**config.mk**
```make
export PLATFORM = sky130hd
export DESIGN_NAME = reg_desp_n
export DESIGN_NICKNAME = d
export VERILOG_FILES = /design/src/rtl/reg_desp_n.sv
export SDC_FILE = /design/constraint.sdc
export NUM_CORES = 1
export LEC_CHECK = 0
export CAP_MARGIN = 10
export CORE_MARGIN = 5
export CORE_UTILIZATION = 49
export CTS_CLUSTER_SIZE = 24
export DETAILED_ROUTE_END_ITERATION = 12
export PLACE_DENSITY = 0.79
export RECOVER_POWER = 50
export SYNTH_ARGS = -nofsm -noshare
export SYNTH_HDL_FRONTEND = slang
export SYNTH_SLANG_ARGS = --single-unit
```
**constraint.sdc**
```tcl
create_clock -name clk -period 2 [get_ports clk]
set_input_delay 0.2 -clock clk [delete_from_list [all_inputs] [get_ports clk]]
set_output_delay 0.2 -clock clk [all_outputs]
set_load 0.02 [all_outputs]
```
**src/rtl/reg_desp_n.sv**
```systemverilog
// reg_desp_n: parametrised universal shift register with logical/arithmetic shift,
// rotate, load, hold and an autonomous serialise (burst) mode with busy/done status.
module reg_desp_n #(
  parameter int WIDTH = 8,
  parameter int CW    = $clog2(WIDTH + 1)
) (
  input  logic             clk,
  input  logic             rst_n,
  input  logic             enb,
  input  logic             dir,
  input  logic             s_in,
  input  logic [2:0]       mode,
  input  logic [WIDTH-1:0] d,
  output logic [WIDTH-1:0] q,
  output logic             s_out,
  output logic             busy,
  output logic             done
);

  typedef enum logic {
    ST_IDLE  = 1'b0,
    ST_SHIFT = 1'b1
  } state_t;

  typedef enum logic [2:0] {
    M_LSH   = 3'b000,
    M_ROT   = 3'b001,
    M_LOAD  = 3'b010,
    M_HOLD  = 3'b011,
    M_ASH   = 3'b100,
    M_BURST = 3'b101
  } mode_t;

  localparam logic [CW-1:0] LP_CNT_INIT = CW'(WIDTH);
  localparam logic [CW-1:0] LP_CNT_LAST = CW'(1);

  state_t           r_state, w_state_nx;
  logic [WIDTH-1:0] r_q, w_q_nx;
  logic             r_sout, w_sout_nx;
  logic [CW-1:0]    r_cnt, w_cnt_nx;
  logic             r_bdir, w_bdir_nx;
  logic             r_done, w_done_nx;

  always_ff @(posedge clk) begin
    if (!rst_n) begin
      r_state <= ST_IDLE;
      r_q     <= '0;
      r_sout  <= 1'b0;
      r_cnt   <= '0;
      r_bdir  <= 1'b0;
      r_done  <= 1'b0;
    end else begin
      r_state <= w_state_nx;
      r_q     <= w_q_nx;
      r_sout  <= w_sout_nx;
      r_cnt   <= w_cnt_nx;
      r_bdir  <= w_bdir_nx;
      r_done  <= w_done_nx;
    end
  end

  // done is a pulse: it defaults low every edge, even while enb is low
  always_comb begin
    w_state_nx = r_state;
    w_q_nx     = r_q;
    w_sout_nx  = r_sout;
    w_cnt_nx   = r_cnt;
    w_bdir_nx  = r_bdir;
    w_done_nx  = 1'b0;

    if (enb) begin
      if (r_state == ST_SHIFT) begin
        if (r_bdir) begin
          w_q_nx    = {s_in, r_q[WIDTH-1:1]};
          w_sout_nx = r_q[0];
        end else begin
          w_q_nx    = {r_q[WIDTH-2:0], s_in};
          w_sout_nx = r_q[WIDTH-1];
        end
        w_cnt_nx = r_cnt - CW'(1);
        if (r_cnt == LP_CNT_LAST) begin
          w_state_nx = ST_IDLE;
          w_done_nx  = 1'b1;
        end
      end else begin
        case (mode)
          M_LSH: begin
            if (dir) begin
              w_q_nx    = {s_in, r_q[WIDTH-1:1]};
              w_sout_nx = r_q[0];
            end else begin
              w_q_nx    = {r_q[WIDTH-2:0], s_in};
              w_sout_nx = r_q[WIDTH-1];
            end
          end
          M_ROT: begin
            w_q_nx    = dir ? {r_q[0], r_q[WIDTH-1:1]} : {r_q[WIDTH-2:0], r_q[WIDTH-1]};
            w_sout_nx = 1'b0;
          end
          M_LOAD: begin
            w_q_nx    = d;
            w_sout_nx = 1'b0;
          end
          M_ASH: begin
            if (dir) begin
              w_q_nx    = {r_q[WIDTH-1], r_q[WIDTH-1:1]};
              w_sout_nx = r_q[0];
            end else begin
              w_q_nx    = {r_q[WIDTH-2:0], 1'b0};
              w_sout_nx = r_q[WIDTH-1];
            end
          end
          M_BURST: begin
            w_q_nx     = d;
            w_sout_nx  = 1'b0;
            w_cnt_nx   = LP_CNT_INIT;
            w_bdir_nx  = dir;
            w_state_nx = ST_SHIFT;
          end
          M_HOLD: begin
            w_q_nx = r_q;
          end
          default: begin
            w_q_nx = r_q;
          end
        endcase
      end
    end
  end

  assign q     = r_q;
  assign s_out = r_sout;
  assign busy  = (r_state == ST_SHIFT);
  assign done  = r_done;

endmodule

```
==> results.py <==
metrics = {
    "cells_and_area": {
        "layout-drive-gt1-share_pct": 19.5,
        "fin_area_sq_mm": 0.00152,
        "nFillCells": 174,
        "final_core_util_pct": 68.7,
        "finalNetCount": 188,
        "n_antenna_cell": 0,
        "instances_no_fill": 197,
        "syn_to_final_growth_pct": 32.9,
    },
    "synth": {
        "ys.flop_type": "dfxtp_1",
        "synth-xor-area-share_pct": 0.766,
        "synth_edf_count": 0,
        "yosys_warnings": 0,
        "synth_top_family_by_area": "compound AO/OA/AOI/OAI gates",
        "netlist_top_cells_area": "dfxtp_1 28%, mux2_2 15%, mux2i_1 7.0%",
        "ys_ff_latch": 16,
        "ys_types": 33,
        "yosys.area.top_type": "dfxtp_1",
        "syn_area_sq_mm": 0.00114,
        "ys_async_sr_fraction_pct": 0,
        "yosysSeqAreaShare_pct": 28.0,
        "avgSynthCellArea_sq_um": 8.35,
        "synthAdderAreaFrac_pct": 2.19,
        "synth_common_cells": "16 x dfxtp_1, 15 x mux2_2, 12 x nand2_1, 12 x nor2_1, 9 x a21oi_1",
        "yosys.cell_count.top_type": "dfxtp_1",
        "yosysTopAreaCellShare_pct": 28.0,
        "synth_cells": 137,
        "synth-simple-area-share_pct": 15.2,
        "yosys-mux-area-fraction_pct": 21.8,
        "syn-num-nets": 155,
        "synth_compound_area_share_pct": 25.8,
    },
    "worst_hold_path": {
        "min_path_type": "reg2reg",
        "min_from": "s_out",
        "hold_depth": 2,
        "hold_path_end": "s_out",
    },
    "critical_path": {
        "r2r-start": "r_bdir",
        "timing.rr.end": "q[7]",
        "r2r_slack_ns": 0.50,
        "r2r_cells": 4,
        "worstPathRequired_ns": 2.20,
        "cp-end-kind": "flip-flop",
        "start_kind": "input port",
        "crit_fanout": 7,
        "crit_type": "in2reg",
        "critPathArrivalTime_ns": 1.93,
    },
    "sta": {
        "post-route-min-period_ns": 1.74,
        "drv_slew": 0,
        "setup_viol": 0,
        "fin_setup_tns_ns": 0,
        "fin_worst_skew_ns": 0.00650,
        "max_freq_mhz": 576,
        "worstMarginPinSlew_ns": 0.555,
        "rsz0062_at_grt": "false",
        "fin_ws_ns": 0.264,
        "fin_crit_sh_pct": 86.8,
        "max_slew_margin_pct": 63.0,
        "hold_viol": 0,
    },
    "placed_design": {
        "dp_hpwl_mm": 2.20,
        "place_inst": 193,
        "globalplace.congestion": 0.882,
        "dp_slack_ns": 0.0671,
        "port_buffers": 26,
        "postPlaceCellArea_sq_mm": 0.00148,
    },
    "cts": {
        "ctsResizeCount": 0,
        "cts.htree.levels": 1,
        "clock_sinks": 16,
        "path_clk_slew_ns": 0.10,
        "clockBufferDepth": 2,
        "hold_buffers": 0,
        "cts_tree": "done",
        "cts_setup_buffers": 0,
        "cts_root_buf": "clkbuf_4",
        "cts_buffers": 3,
        "clock_latency_ns": 0.29,
    },
    "grt": {
        "overflow": 0,
        "grt_max_degree": 26,
        "grt_pass1_wl_mm": 5.27,
        "antenna_found_initial": 0,
        "grt_pass1_vias": 1194,
        "track_usage_pct": 19.3,
    },
    "floorplan": {
        "dieArea_sq_mm": 0.00340,
        "die_h_um": 58.3,
        "pin_count": 27,
        "placeableCoreArea_sq_mm": 0.00221,
        "die_w_um": 58.3,
        "start_util_pct": 51.7,
        "rows": 17,
    },
    "detailed_routing": {
        "drt_pre_antenna_iters": 4,
        "drt_iter0_drc": 45,
        "routed_via_density": 5.87,
        "wl_mm": 3.00,
        "ant_nets": 0,
        "via_count": 1156,
        "drc": 0,
        "wl_per_cell_um": 15.2,
    },
    "pwr": {
        "p_leak_nw": 0.645,
        "peakVddDrop_uv": 400,
        "power_density_mw_per_mm2": 547,
    },
    "job": {
        "cap_violations": 0,
    },
    "outcome": {
        "outcome": "finished clean",
    },
}
[layout by cell type (no fill, tap or decap), types with 8 or more instances in the layout]
master and instances:
clkdlybuf4s50_1 20, dfxtp_1 16, mux2_2 15, nor2_1 12, nand2_1 12, buf_4 12, a21oi_1 9, mux2i_1 8
[per-stage QoR]
| step | total power, mW | hold WS [ns] |
|---|---|---|
| floorplan | 0.510 | 0.447 |
| global route | 0.881 | 0.542 |
| detailed placement | 0.616 | 0.495 |
| global placement | 0.608 | 0.479 |
| CTS | 0.839 | 0.514 |
| finish | 0.832 | 0.507 |
[area by class of cell]
class / instances / area (sq um) / share of cell area (%)
inverters: 7 / 26.3 / 1.73
well taps: 28 / 35.0 / 2.30
multi-input cells: 104 / 752 / 49.5
repair buffers: 38 / 350 / 23.0
flip-flops and latches: 16 / 320 / 21.1
clock buffers: 4 / 36.3 / 2.39
[routing by layer]
layer	track usage, %	share of wire [%]	vias to the layer above
met2	30.9	49	35
li1	-	-	569
met4	8.94	1.2	0
met5	0	0	-
met1	24.1	44	546
met3	5.04	6.4	6
[worst max-delay path, cell delays in order]
cell and delay [ns]:
dlygate4sd3_1 0.63, or3b_4 0.46, o21ai_4 0.14, mux2i_1 0.24, o211ai_1 0.10, o211a_1 0.16
[worst max-delay path by stage]
stage                     startpoint  endpoint  slack (ns)  cells after the start
after global placement       mode[0]      q[1]        0.11                      6
after floorplan               r_bdir      q[7]        0.56                      5
after detailed placement     mode[0]      q[6]        0.07                      6
after global routing         mode[0]      q[6]        0.19                      6
after CTS                    mode[0]      q[6]        0.37                      6
final                        mode[0]      q[6]        0.26                      6
[power by group]
part	switching (mW)	internal [mW]	total (mW)
logic	0.113	0.132	0.246
registers	0.0263	0.337	0.363
clock network	0.112	0.111	0.223
[kinds of logic (layout without fill, tap and decap cells)]
logic type | Yosys count | in the layout
multiplexers | 23 | 23
XOR/XNOR | 1 | 1
AND/OR/NAND/NOR | 38 | 38
flip-flops | 16 | 16
AO/OA/AOI/OAI | 40 | 40
adder cells (fa/ha/maj) | 2 | 2
buffers and inverters | 17 | 49
[flip-flops by register name, indices dropped and copies added, names as in the netlist]
name / flops
s_out: 1
r_cnt: 4
r_bdir: 1
q: 8
done: 1
busy: 1
Note: power is estimated with default switching activity, not from simulation.
